File: config.mk
export PLATFORM = sky130hd
export DESIGN_NAME = trdb_packet_scheduler
export DESIGN_NICKNAME = d
export VERILOG_FILES = /design/src/rtl/trdb_packet_scheduler.sv
export SDC_FILE = /design/constraint.sdc
export NUM_CORES = 1
export LEC_CHECK = 0
export CAP_MARGIN = 10
export CORE_UTILIZATION = 58
export DETAILED_ROUTE_END_ITERATION = 10
export GPL_ROUTABILITY_DRIVEN = 0
export GPL_TIMING_DRIVEN = 0
export PLACE_DENSITY = 0.83
export SLEW_MARGIN = 0
export SYNTH_ARGS = -nofsm -noshare
export SYNTH_HDL_FRONTEND = slang
export SYNTH_SLANG_ARGS = --single-unit
File: constraint.sdc
create_clock -name clk_i -period 5.6 [get_ports clk_i]
set_input_delay 0.84 -clock clk_i [delete_from_list [all_inputs] [get_ports clk_i]]
set_output_delay 0.84 -clock clk_i [all_outputs]
set_load 0.1 [all_outputs]
File: src/rtl/trdb_packet_scheduler.sv
// trdb_packet_scheduler: sequences trace on/off protocol packets, periodic
// resyncs and requested packets into the packet emitter, one per handshake.
module trdb_packet_scheduler #(
    parameter int unsigned RESYNC_MAX   = 256,
    parameter int unsigned RESYNC_CNT_W = $clog2(RESYNC_MAX)
) (
    input  logic       clk_i,
    input  logic       rst_i,
    input  logic       enable_i,
    input  logic       trap_req_i,
    input  logic       addr_req_i,
    input  logic       bmap_full_req_i,
    input  logic       ready_i,
    output logic       valid_o,
    output logic [1:0] packet_format_o,
    output logic [1:0] packet_f_sync_subformat_o,
    output logic       ienable_o,
    output logic       branch_map_flush_o,
    output logic       lost_o
);

    localparam logic [1:0] F_OPT_EXT    = 2'd0;
    localparam logic [1:0] F_DIFF_DELTA = 2'd1;
    localparam logic [1:0] F_ADDR_ONLY  = 2'd2;
    localparam logic [1:0] F_SYNC       = 2'd3;

    localparam logic [1:0] SF_START   = 2'd0;
    localparam logic [1:0] SF_TRAP    = 2'd1;
    localparam logic [1:0] SF_SUPPORT = 2'd3;

    localparam logic [RESYNC_CNT_W-1:0] CNT_LAST = RESYNC_CNT_W'(RESYNC_MAX - 1);

    // Pending-flag bit positions double as the selection code; lower is higher priority.
    typedef enum logic [1:0] {
        SEL_TRAP   = 2'd0,
        SEL_RESYNC = 2'd1,
        SEL_ADDR   = 2'd2,
        SEL_BMAP   = 2'd3
    } sel_e;

    typedef enum logic [2:0] {
        IDLE,
        SUPPORT_ON,
        START,
        RUN,
        SUPPORT_OFF
    } state_e;

    state_e                  state_q;
    logic [3:0]              pend_q;
    logic                    lock_q;
    sel_e                    lock_sel_q;
    logic [RESYNC_CNT_W-1:0] cnt_q;
    logic                    flush_q;
    logic                    lost_q;

    sel_e       sel;
    logic       accept;
    logic       resync_hit;
    logic [3:0] req;
    logic [3:0] clr;
    logic [3:0] pend_nxt;
    logic       drop;
    logic       leave_run;

    assign branch_map_flush_o = flush_q;
    assign lost_o             = lost_q;

    // Held selection while locked, otherwise fixed priority over pending flags.
    always_comb begin
        sel = SEL_BMAP;
        if (lock_q) begin
            sel = lock_sel_q;
        end else if (pend_q[SEL_TRAP]) begin
            sel = SEL_TRAP;
        end else if (pend_q[SEL_RESYNC]) begin
            sel = SEL_RESYNC;
        end else if (pend_q[SEL_ADDR]) begin
            sel = SEL_ADDR;
        end
    end

    // Packet request decode from state, flags and lock.
    always_comb begin
        valid_o                   = 1'b0;
        packet_format_o           = F_OPT_EXT;
        packet_f_sync_subformat_o = SF_START;
        ienable_o                 = 1'b0;
        case (state_q)
            SUPPORT_ON: begin
                valid_o                   = 1'b1;
                packet_format_o           = F_SYNC;
                packet_f_sync_subformat_o = SF_SUPPORT;
                ienable_o                 = 1'b1;
            end
            START: begin
                valid_o         = 1'b1;
                packet_format_o = F_SYNC;
            end
            SUPPORT_OFF: begin
                valid_o                   = 1'b1;
                packet_format_o           = F_SYNC;
                packet_f_sync_subformat_o = SF_SUPPORT;
            end
            RUN: begin
                if (lock_q || (|pend_q)) begin
                    valid_o = 1'b1;
                    case (sel)
                        SEL_TRAP: begin
                            packet_format_o           = F_SYNC;
                            packet_f_sync_subformat_o = SF_TRAP;
                        end
                        SEL_RESYNC: packet_format_o = F_SYNC;
                        SEL_ADDR:   packet_format_o = F_ADDR_ONLY;
                        default:    packet_format_o = F_DIFF_DELTA;
                    endcase
                end
            end
            default: ;
        endcase
    end

    // Flag bookkeeping for RUN: set wins over the clear of an accepted packet.
    always_comb begin
        accept     = valid_o && ready_i;
        resync_hit = (cnt_q == CNT_LAST);
        req        = {bmap_full_req_i, addr_req_i, resync_hit, trap_req_i};
        clr        = 4'b0000;
        if (accept) begin
            clr[sel] = 1'b1;
            if (sel == SEL_TRAP) begin
                clr[SEL_RESYNC] = 1'b1;
            end
        end
        pend_nxt  = (pend_q & ~clr) | req;
        drop      = |(req & pend_q & ~clr & 4'b1101);
        leave_run = !enable_i && (!valid_o || accept);
    end

    // Protocol FSM, pending flags, selection lock, resync counter and pulses.
    always_ff @(posedge clk_i) begin
        if (rst_i) begin
            state_q    <= IDLE;
            pend_q     <= 4'b0000;
            lock_q     <= 1'b0;
            lock_sel_q <= SEL_TRAP;
            cnt_q      <= '0;
            flush_q    <= 1'b0;
            lost_q     <= 1'b0;
        end else begin
            flush_q <= 1'b0;
            lost_q  <= 1'b0;
            case (state_q)
                IDLE: begin
                    pend_q <= 4'b0000;
                    lock_q <= 1'b0;
                    cnt_q  <= '0;
                    if (enable_i) begin
                        state_q <= SUPPORT_ON;
                    end
                end
                SUPPORT_ON: begin
                    if (accept) begin
                        state_q <= enable_i ? START : SUPPORT_OFF;
                    end
                end
                START: begin
                    if (accept) begin
                        flush_q <= 1'b1;
                        cnt_q   <= '0;
                        state_q <= enable_i ? RUN : SUPPORT_OFF;
                    end
                end
                RUN: begin
                    if (accept && (sel == SEL_TRAP || sel == SEL_RESYNC)) begin
                        cnt_q <= '0;
                    end else if (resync_hit) begin
                        cnt_q <= '0;
                    end else begin
                        cnt_q <= cnt_q + RESYNC_CNT_W'(1);
                    end

                    if (accept) begin
                        lock_q <= 1'b0;
                    end else if (valid_o && !lock_q) begin
                        lock_q     <= 1'b1;
                        lock_sel_q <= sel;
                    end

                    flush_q <= accept && (sel != SEL_ADDR);

                    if (leave_run) begin
                        state_q <= SUPPORT_OFF;
                        pend_q  <= 4'b0000;
                        lost_q  <= drop || (|pend_nxt);
                    end else begin
                        pend_q <= pend_nxt;
                        lost_q <= drop;
                    end
                end
                SUPPORT_OFF: begin
                    if (accept) begin
                        state_q <= IDLE;
                    end
                end
                default: state_q <= IDLE;
            endcase
        end
    end

endmodule

# After elaboration in Yosys (flattened, before gate mapping)
# Cells that the tools add are included.
# totals
ff_bits	20
in_bits	7
out_inout_bits	8
wordCells	96
# classes
add_sub_neg	1
order_cmp	2
eq_ne	14
n_mux	37
bitwise_logic	7
reduce_logical	28
# ops
op	count
8-bit two-way mux	3
8-bit case mux with 3 select lines	1
3-bit two-way mux	7
3-bit case mux with 5 select lines	1
4-bit AND	3
2-bit != test (second input constant)	6
2-bit case mux with 2 select lines	3
1-bit two-way mux	11
8-bit by 1-bit adder with 8-bit output (second input constant)	1
8-bit equality test (second input constant)	1
2-bit two-way mux	4
4-bit two-way mux	2
4-bit case mux with 2 select lines	1
4-bit OR reduction	2
3-bit by 2-bit equality test with 1-bit output (second input constant)	2
1-bit logical AND	6
1-bit case mux with 2 select lines	3
2-bit OR reduction	3
3-bit OR reduction	2
5-bit AND reduction	1
1-bit logical OR	4
4-bit NOT	1
4-bit OR	1
2-bit AND reduction	2
other kinds (15)	18

# Depth between registers and ports, before layout
# Gate-level depths: netlist of the first run.
# logic_depth
depth_word	16
mapped_depth	7
ltp_nobuf	6

# Least setup slack after synthesis of the first run
# No wires, ideal clock.
# synth_timing
path_type	register to output
from	reg pend_q[0]
to	out packet_format_o[0]
t_arrival_ps	2941
t_required_ps	4760
slack_ps	1819
path_stages_with_launch	7
n_path_buf	1
cell_sequence	dfxtp_1 > or3_4 > buf_6 > o22ai_1 > nand2_1 > a21oi_1 > o21ai_0
# synth_between
elab_chain_len	7
elab_cells_between_ends	11
cone_classes	2 x eq/ne; 5 x mux; 4 x reduce/logical
# synth_rtl
item	line_no	source
start: declaration	50	logic [3:0] pend_q;
start signal: assignment	197	pend_q <= pend_nxt;
2-bit two-way mux	74	end else if (pend_q[SEL_TRAP]) begin
2-bit two-way mux	72	if (lock_q) begin
2-bit by 1-bit equality test with 1-bit output or 2-bit zero test (tied branches)	108	case (sel)
2-bit OR reduction (no source line)	-	
2-bit case mux with 2 select lines	108	
2-bit two-way mux *	106	if (lock_q || (|pend_q)) begin
2-bit case mux with 2 select lines *	89	case (state_q)
end: declaration	15	output logic [1:0] packet_format_o,
# Every way passes the cells marked *; elsewhere a longest branch is shown, timed or not.

# Worst setup path after layout of the first run
# layout_timing
from	reg lock_q
to	out packet_format_o[0]
# layout_between
elab_chain_len	6
elab_cells_between_ends	9
cone_classes	2 x eq/ne; 4 x mux; 3 x reduce/logical
# layout_rtl
item	line_no	source
start: declaration	51	logic lock_q;
start signal: assignment	145	lock_q <= 1'b0;
start signal: assignment	156	lock_q <= 1'b0;
start signal: assignment	184	lock_q <= 1'b0;
2-bit two-way mux	72	
2-bit by 1-bit equality test with 1-bit output or 2-bit zero test (tied branches)	108	
2-bit OR reduction (no source line)	-	
2-bit case mux with 2 select lines	108	
2-bit two-way mux *	106	
2-bit case mux with 2 select lines *	89	
# Marked as above.

==> run_results.csv, run 1 <==
group,metric,value,unit
sta,finClkSkew,6.131,ps
yosys,synth_top_area_cell,"dfxtp_1",
worst_setup_path,worstPathRequired,4760,ps
worst_setup_path,worst_path_max_delay_cell,"clkdlybuf4s50_1",
routing,drtIter0Drc,38,
cells_and_area,fin_nets,178,
sta,whs,502.4,ps
run,drv_cap,0,
yosys,synth-seq-cells,20,
yosys,ys_types,48,
clock_network,tritoncts,"yes",
clock_network,insertion_delay,300,ps
pwr,switchingPower,112.3,uW
routing,drc,0,
yosys,netlist_area,0.001206,mm2
global_routing,grt_max_degree,12,
placed_design,dpl.hpwl,2111,um
routing,totalWireLength,2852,um
yosys,yosys.area_share.adder,0.01037,
floorplan,start_util,0.6148,
global_routing,grtUsageMet3,0.04906,
global_routing,grt_pass1_wl,4505,um
floorplan,num_rows,16,
cells_and_area,areaGrowthSynthToFinish,16.60,%
sta,fin_setup_tns,0,ps
pwr,p_clk_frac,0.264,
run_status,status,"finished clean",
floorplan,die_x,47.60,um
sta,finalCriticalPeriod,3592,ps
global_routing,met2_usage,0.4712,
clock_network,cts_setup_buffers,0,
routing,routedWlPerCell,14.55,um
yosys,synth_compound_area_frac,0.2967,
cells_and_area,num_antenna_cells,0,
cells_and_area,final_util,0.7168,
yosys,yosys.area_share.simple,0.2427,
yosys,synthMuxAreaShare,0.02490,
worst_setup_path,max_stage_delay,980,ps
placed_design,port_buffers,13,
clock_network,cts.sinks,20,
routing,avgViaCountPerCell,6.230,
global_routing,gr-total-overflow,0,
yosys,seq_area_frac_synth,0.3320,
cells_and_area,layout.cells.most_common,"dfxtp_1",
cells_and_area,multi_input_area,737.0,um2
yosys,synth_top_area_share,0.3320,
worst_setup_path,cp.arrival,2750,ps
sta,maxSlewViolCount,0,
yosys,avgSynthCellArea,7.935,um2
worst_setup_path,worst_path_dominant_cell_family,"buffers and inverters",
pwr,ir_drop,0.0002014,V
clock_network,cts_hold_buffers,0,
yosys,synthXorXnorAreaFrac,0.03631,
worst_setup_path,worst-path-buf-inv,3,
global_routing,top_usage_layer,"met2",
pwr,internal-power,209.0,uW
routing,ant_nets,0,
sta,setup_viol,0,
global_routing,met1_usage,0.3578,
cells_and_area,layout-drive-gt1-share,0.07692,
worst_setup_path,crit_path_end_kind,"output port",
clock_network,htreeDepth,1,
clock_network,cts_buffer_depth,2,
sta,rsz0062_at_grt,"false",
routing,dr.pass1.iters,4,
sta,hold_viol_final,0,
worst_setup_path,startpoint_type,"register",
global_routing,antenna_found_initial,0,
global_routing,grt_pass1_vias,1025,
clock_network,ctsResizeCount,0,
worst_setup_path,cp_common_cell,"buf_6",
min_path,hold_path.class,"reg2reg",
cells_and_area,mostFrequentLayoutCells,"dfxtp_1 (20), nor2_1 (18), nand2_1 (13), clkdlybuf4s50_1 (13), a21oi_1 (10)",
clock_network,clk_pin_slew,120,ps
yosys,synth_cells,152,
worst_setup_path,crit_chain,"buf_6, or3_4, buf_6, o22ai_1, nand2_1, a21oi_1, o21ai_0, clkdlybuf4s50_1",
floorplan,io_pins,15,
pwr,leakage,0.0005011,uW
clock_network,root_buffer,"clkbuf_4",
yosys,synth.area.top_cells,"dfxtp_1 (33%), nor2_1 (5.6%), a21oi_1 (4.1%)",
global_routing,gr-usage-all-layers,0.2823,
sta,worst_pin_slew,966.0,ps
cells_and_area,fill_cells,184,
pwr,swShare,0.3495,
cells_and_area,regArea,400.4,um2
sta,relSlewSlack,0.3540,
clock_network,cts_inserted_buffers,3,
worst_setup_path,path_max_fanout,9,
routing,vias,1221,
sta,max_freq,278.4,MHz
yosys,synth_top_family_by_area,"compound AO/OA/AOI/OAI gates",
pwr,seq_power_share,0.456,
pwr,p_comb_frac,0.280,
worst_setup_path,worstSetupPathType,"reg2out",
yosys,syn_nets,160,
sta,period_share,0.6414,
pwr,powerDensity,228.4,mW/mm2
floorplan,dieArea,0.002266,mm2
yosys,yosys_warnings,0,
floorplan,coreArea,0.001962,mm2
floorplan,die_h,47.60,um
## metal layers
metal | share of wire | wire [um] | up-vias
li1 | - | - | 591
met3 | 0.051 | 146 | 9
met1 | 0.42 | 1202 | 581
met2 | 0.51 | 1441 | 40
met4 | 0.021 | 61 | 0
met5 | 0 | 0 | -
## final timing paths
check,slack [ps],cells past startpoint,startpoint,end
min reg2reg,500,2,pend_q[3],pend_q[3]
min,500,2,pend_q[3],pend_q[3]
max,2010,8,lock_q,packet_format_o[0]
max reg2reg,3620,7,lock_q,state_q[2]
## per-stage QoR
| stage | power, uW | setup WS [ps] | instances | area [um2] |
|---|---|---|---|---|
| floorplan | 216.8 | 1819 | 152 | 1206 |
| global placement | 236.7 | 2405 | 192 | 1370 |
| detailed placement | 238.4 | 2388 | 192 | 1370 |
| CTS | 319.7 | 2036 | 196 | 1406 |
| global route | 330.8 | 1878 | 196 | 1406 |
| finish | 321.2 | 2008 | 196 | 1406 |
## cell type report
type	instances	area share
clock buffers	4	0.02580
inverters	6	0.01601
well taps	27	0.02402
flip-flops and latches	20	0.2847
plain buffers	8	0.03292
multi-input cells	118	0.5240
repair buffers	13	0.09253
## sequential cells by signal (all words and copies together) (netlist names)
name and cells:
lock_q 1, pend_q 4, branch_map_flush_o 1, lost_o 1, lock_sel_q 2, state_q 3, cnt_q 8
## power groups by stage
stage / logic (uW) / clock network (uW) / registers [uW]
4_1_cts: 89.0 / 84.5 / 146
3_5_place_dp: 88.9 / 0 / 150
3_3_place_gp: 87.3 / 0 / 149
2_1_floorplan: 67.4 / 0 / 149
5_1_grt: 94.7 / 89.2 / 147
6_report: 89.9 / 84.9 / 146
## synth_stat cells (all sizes together)
cell type,instances
a2111oi,1
a211oi,1
a21bo,1
a21boi,2
a21o,2
a21oi,11
a222oi,1
a22oi,1
a2bb2oi,2
a311oi,1
a31o,1
a31oi,3
a32oi,1
a41oi,2
and2,1
and3,3
and4,1
buf,3
clkbuf,5
dfxtp,20
ha,1
inv,6
mux2i,3
nand2,13
nand2b,2
nand3,6
nand3b,2
nand4,1
nand4b,1
nor2,18
nor2b,3
nor3,3
o2111a,1
o21ai,11
o21bai,2
o22ai,2
o311a,1
o31ai,1
o41ai,2
or2,1
or3,4
xnor2,1
xor2,4
## cell families (layout without fill, tap and decap cells)
| kind of cell | after synthesis | in the layout |
|---|---|---|
| buf+inv | 14 | 31 |
| simple gates | 59 | 59 |
| fa+ha+maj | 1 | 1 |
| xor+xnor | 5 | 5 |
| compound gates | 50 | 50 |
| flops | 20 | 20 |
| mux | 3 | 3 |
## worst min-delay path, cell delays in order (launching register included)
cell,delay [ps]
dfxtp_1,350
nand2_1,60
a21oi_1,50
Note: power is estimated with default switching activity, not from simulation.
==> inputs of run 2 (changes only) <==
--- a/config.mk
+++ b/config.mk
@@ -6,11 +6,12 @@
 export NUM_CORES = 1
 export LEC_CHECK = 0
 export CAP_MARGIN = 10
-export CORE_UTILIZATION = 58
+export CORE_ASPECT_RATIO = 0.6
+export CORE_UTILIZATION = 54
 export DETAILED_ROUTE_END_ITERATION = 10
 export GPL_ROUTABILITY_DRIVEN = 0
 export GPL_TIMING_DRIVEN = 0
-export PLACE_DENSITY = 0.83
+export PLACE_DENSITY = 0.78
 export SLEW_MARGIN = 0
 export SYNTH_ARGS = -nofsm -noshare
 export SYNTH_HDL_FRONTEND = slang
==> constraint.sdc (replaced) <==
create_clock -name clk_i -period 3.41 [get_ports clk_i]
set_input_delay 0.5115 -clock clk_i [delete_from_list [all_inputs] [get_ports clk_i]]
set_output_delay 0.5115 -clock clk_i [all_outputs]
set_load 0.1 [all_outputs]
==> run_results.csv, run 2 (synthesis results as in run 1) <==
group,metric,value,unit
run_status,status,"finished clean",
worst_setup_path,path_max_fanout,9,
cells_and_area,areaGrowthSynthToFinish,17.12,%
placed_design,dpl.hpwl,2247,um
floorplan,coreArea,0.001967,mm2
pwr,ir_drop,0.0002722,V
floorplan,die_h,38.61,um
sta,maxSlewViolCount,0,
cells_and_area,num_antenna_cells,0,
clock_network,cts_inserted_buffers,3,
clock_network,clk_pin_slew,70,ps
worst_setup_path,max_stage_delay,970,ps
cells_and_area,largest_reg_flops,8,
run,drv_cap,0,
worst_setup_path,cp.arrival,2680,ps
sta,finClkSkew,7.305,ps
sta,hold_viol_final,0,
worst_setup_path,crit_chain,"buf_6, or3_4, buf_6, o22ai_1, nand2_1, a21oi_1, o21ai_1, clkdlybuf4s50_1",
routing,ant_nets,0,
worst_setup_path,worst_path_max_delay_cell,"clkdlybuf4s50_1",
routing,dr.pass1.iters,4,
pwr,leakage,0.0005020,uW
sta,whs,481.1,ps
clock_network,htreeDepth,1,
worst_setup_path,cp_num_cells,8,
global_routing,met1_usage,0.3842,
cells_and_area,largestRegisters,"cnt_q x8, pend_q x4, state_q x3",
clock_network,cts_setup_buffers,0,
routing,vias,1197,
worst_setup_path,worstSetupPathType,"reg2out",
global_routing,gr-total-overflow,0,
worst_setup_path,reg2reg_slack,1460,ps
cells_and_area,top_register,"cnt_q",
worst_setup_path,reg2reg_to,"lost_o",
pwr,powerDensity,381.5,mW/mm2
floorplan,io_pins,15,
cells_and_area,layout-drive-gt1-share,0.07143,
sta,fin_setup_tns,0,ps
pwr,p_total,538.8,uW
worst_setup_path,cp_common_cell,"buf_6",
sta,setup_ws,216.0,ps
clock_network,cts_buffer_depth,2,
worst_setup_path,worstPathRequired,2900,ps
worst_setup_path,worst-path-buf-inv,3,
clock_network,insertion_delay,250,ps
cells_and_area,final_util,0.7182,
clock_network,root_buffer,"clkbuf_8",
floorplan,start_util,0.6132,
cells_and_area,layout.cells.most_common,"dfxtp_1",
clock_network,cts_hold_buffers,0,
worst_setup_path,crit_path_end_kind,"output port",
sta,rsz0062_at_grt,"false",
sta,relSlewSlack,0.3464,
clock_network,tritoncts,"yes",
global_routing,grt_max_degree,11,
cells_and_area,fin_nets,178,
clock_network,ctsResizeCount,0,
placed_design,place_ws,520.0,ps
sta,finalCriticalPeriod,3194,ps
floorplan,dieArea,0.002433,mm2
sta,worst_pin_slew,977.3,ps
sta,max_freq,313.1,MHz
global_routing,antenna_found_initial,0,
worst_setup_path,startpoint_type,"register",
routing,routedWlPerCell,15.57,um
global_routing,grt_pass1_vias,1012,
routing,avgViaCountPerCell,6.107,
placed_design,port_buffers,13,
global_routing,met2_usage,0.4220,
global_routing,grtUsageMet3,0.06176,
worst_setup_path,startpoint,"lock_q",
clock_network,cts.sinks,20,
routing,totalWireLength,3051,um
worst_setup_path,worstSetupEndpoint,"packet_format_o[0]",
global_routing,top_usage_layer,"met2",
global_routing,gr-usage-all-layers,0.2721,
routing,drc,0,
floorplan,die_x,63.02,um
floorplan,num_rows,12,
worst_setup_path,r2r_start,"lock_q",
sta,setup_viol,0,
routing,drtIter0Drc,155,
min_path,hold_path.class,"reg2reg",
cells_and_area,mostFrequentLayoutCells,"dfxtp_1 (20), nor2_1 (18), nand2_1 (13), clkdlybuf4s50_1 (13), a21oi_1 (10)",
worst_setup_path,ff2ff_path_depth,7,
global_routing,grt_pass1_wl,4864,um
worst_setup_path,worst_path_dominant_cell_family,"buffers and inverters",
sta,period_share,0.9367,
==> run 2: changes by cell type in the layout (fill, tap and decap cells not counted) <==
cell      previous run  this run
o21ai_1              4         5
o21ai_0              7         6
clkbuf_8             1         3
clkbuf_4             3         0
==> run 2: layout make-up <==
type | instances | area [um2]
plain buffers | 8 | 46.29
flip-flops and latches | 20 | 400.4
fillers | 169 | 554.3
well taps | 28 | 35.03
inverters | 6 | 22.52
multi-input cells | 118 | 737.0
clock buffers | 3 | 41.29
repair buffers | 13 | 130.1
==> run 2: layer usage <==
metal	vias up	part of all wire
li1	590	-
met1	540	0.47
met2	65	0.42
met3	2	0.098
met4	0	0.0036
met5	-	0
==> run 2: through the flow <==
step	instance area [um2]	cells
finish	1413	196
detailed placement	1371	193
CTS	1413	196
global route	1413	196
global placement	1371	193
floorplan	1206	152
==> run 2: worst register-to-register path: stages (launching register included) <==
cell and delay (ps):
dfxtp_1 310, buf_6 130, or3_4 380, buf_6 140, o311a_4 350, a21oi_2 160, a21bo_1 220, a31oi_1 170
==> run 2: worst min path at each step <==
stage,cells after the start,to,startpoint
detailed placement,2,pend_q[3],pend_q[3]
floorplan,2,pend_q[3],pend_q[3]
global route,1,cnt_q[6],cnt_q[6]
CTS,2,pend_q[3],pend_q[3]
global placement,1,cnt_q[6],cnt_q[6]
finish,2,pend_q[3],pend_q[3]
==> run 2: report_power, final <==
part           total, uW  switching (uW)  internal [uW]  leakage (uW)
registers            240            3.79            237      0.000161
logic                148             107           41.2      0.000319
clock network        150            71.8           78.5     0.0000216
==> inputs of run 3 (changes only) <==
--- a/config.mk
+++ b/config.mk
@@ -6,12 +6,14 @@
 export NUM_CORES = 1
 export LEC_CHECK = 0
 export CAP_MARGIN = 10
-export CORE_ASPECT_RATIO = 0.6
-export CORE_UTILIZATION = 54
+export CORE_MARGIN = 2
+export CORE_UTILIZATION = 61
+export CTS_BUF_LIST = sky130_fd_sc_hd__clkbuf_16
 export DETAILED_ROUTE_END_ITERATION = 10
+export DONT_BUFFER_PORTS = 1
 export GPL_ROUTABILITY_DRIVEN = 0
 export GPL_TIMING_DRIVEN = 0
-export PLACE_DENSITY = 0.78
+export PLACE_DENSITY = 0.77
 export SLEW_MARGIN = 0
 export SYNTH_ARGS = -nofsm -noshare
 export SYNTH_HDL_FRONTEND = slang
==> run_results.csv, run 3 (synthesis results as in run 1) <==
group,metric,value,unit
run_status,status,"finished clean",
pwr,seq_power_share,0.349,
cells_and_area,fin_area,0.001361,mm2
routing,avgViaCountPerCell,6.459,
floorplan,die_x,48.47,um
cells_and_area,final_util,0.7083,
sta,worst_pin_slew,1289,ps
clock_network,tritoncts,"yes",
worst_setup_path,path_max_fanout,10,
pwr,switchingPower,197.5,uW
global_routing,grt_pass1_vias,1148,
worst_setup_path,worstSetupPathType,"reg2out",
floorplan,coreArea,0.001922,mm2
routing,routedWlPerCell,16.49,um
global_routing,grt_pass1_wl,5002,um
clock_network,clk_pin_slew,60,ps
worst_setup_path,worst_path_dominant_cell_family,"compound AO/OA/AOI/OAI gates",
clock_network,ctsResizeCount,0,
cells_and_area,num_antenna_cells,0,
run,drv_cap,0,
floorplan,dieArea,0.002349,mm2
worst_setup_path,startpoint_type,"register",
sta,finalCriticalPeriod,2804,ps
worst_setup_path,worst_path_max_delay_cell,"a21oi_2",
floorplan,io_pins,15,
clock_network,cts_buffer_depth,2,
sta,setup_viol,0,
routing,vias,1182,
min_path,hold_path.class,"in2reg",
pwr,leakage,0.0004853,uW
clock_network,cts_hold_buffers,0,
placed_design,placed_cell_area,0.001256,mm2
floorplan,num_rows,16,
cells_and_area,fin_nets,165,
placed_design,port_buffers,0,
worst_setup_path,worstPathRequired,2900,ps
floorplan,die_h,48.47,um
routing,ant_nets,0,
sta,period_share,0.8222,
pwr,ir_drop,0.0003910,V
global_routing,grt_max_degree,13,
sta,fin_setup_tns,0,ps
cells_and_area,largest_reg_flops,8,
clock_network,cts_inserted_buffers,3,
pwr,p_comb_frac,0.185,
worst_setup_path,max_stage_delay,970,ps
sta,max_freq,356.7,MHz
pwr,p_total,692.3,uW
pwr,swShare,0.2853,
global_routing,gr-total-overflow,0,
pwr,p_clk_frac,0.467,
sta,hold_viol_final,0,
placed_design,place_ws,916.9,ps
routing,dr.pass1.iters,4,
sta,maxSlewViolCount,0,
clock_network,insertion_delay,250,ps
worst_setup_path,cp.arrival,2290,ps
routing,drc,0,
cells_and_area,fill_cells,177,
clock_network,root_buffer,"clkbuf_16",
clock_network,cts_setup_buffers,0,
sta,relSlewSlack,0.1378,
pwr,powerDensity,508.6,mW/mm2
global_routing,antenna_found_initial,0,
pwr,internal-power,494.8,uW
worst_setup_path,crit_path_end_kind,"output port",
sta,rsz0062_at_grt,"false",
global_routing,gr-usage-all-layers,0.2686,
cells_and_area,mostFrequentLayoutCells,"dfxtp_1 (20), nor2_1 (17), nand2_1 (13), a21oi_1 (9)",
cells_and_area,top_register,"cnt_q",
floorplan,start_util,0.6276,
clock_network,cts.sinks,20,
placed_design,dpl.hpwl,2083,um
cells_and_area,largestRegisters,"cnt_q x8, pend_q x4, state_q x3",
cells_and_area,layout-drive-gt1-share,0.1090,
worst_setup_path,crit_chain,"clkbuf_1, nand2b_1, a21oi_2",
cells_and_area,layout.cells.most_common,"dfxtp_1",
worst_setup_path,worst-path-buf-inv,1,
sta,finClkSkew,2.631,ps
routing,drtIter0Drc,52,
clock_network,htreeDepth,1,
routing,totalWireLength,3017,um
sta,setup_ws,606.5,ps
cells_and_area,areaGrowthSynthToFinish,12.86,%
run 3: path summary, 6_finish.rpt:
path                    from                           end  slack (ps)  cells past startpoint
setup / recovery  state_q[0]  packet_f_sync_subformat_o[1]         610                      3
hold reg to reg    pend_q[3]                     pend_q[3]         480                      2
setup reg to reg      lock_q                        lost_o        1290                      7
hold / removal         rst_i                    state_q[1]         350                      1
run 3: layout make-up:
cell class                 instances  area (um2)  share of cell area
clock buffer                       3       75.07             0.05515
buffer                             8       46.29             0.03401
inverter                           6       22.52             0.01654
sequential                        20       400.4              0.2941
clock inverter                     1       30.03             0.02206
tap                               27       33.78             0.02482
multi-input combinational        118       753.2              0.5533
run 3: layer usage:
| layer | up-vias | part of all wire | routed length, um | GRT usage |
|---|---|---|---|---|
| met2 | 46 | 0.51 | 1549 | 0.4560 |
| met1 | 562 | 0.41 | 1230 | 0.3235 |
| li1 | 561 | - | - | - |
| met5 | - | 0 | 0 | 0 |
| met3 | 13 | 0.047 | 143 | 0.04938 |
| met4 | 0 | 0.031 | 93 | 0.1429 |
run 3: power groups by stage:
stage                     registers [uW]  clock network, uW  logic, uW
after floorplan                      245                  0        111
after global placement               246                  0        121
after detailed placement             246                  0        126
after CTS                            241                323        127
after global routing                 242                336        134
final                                241                323        128
run 3: stage by stage:
| stage | instances | hold WS [ps] |
|---|---|---|
| 2_1_floorplan | 152 | 444.8 |
| 3_3_place_gp | 179 | 473.2 |
| 3_5_place_dp | 179 | 482.8 |
| 4_1_cts | 183 | 351.2 |
| 5_1_grt | 183 | 342.0 |
| 6_report | 183 | 350.5 |
run 3: worst register-to-register path, cell delays in order (launching register included):
cell	delay (ps)
dfxtp_1	300
buf_6	130
or3_4	380
buf_6	140
o311a_4	500
a21oi_2	230
a21bo_1	220
a31oi_1	140
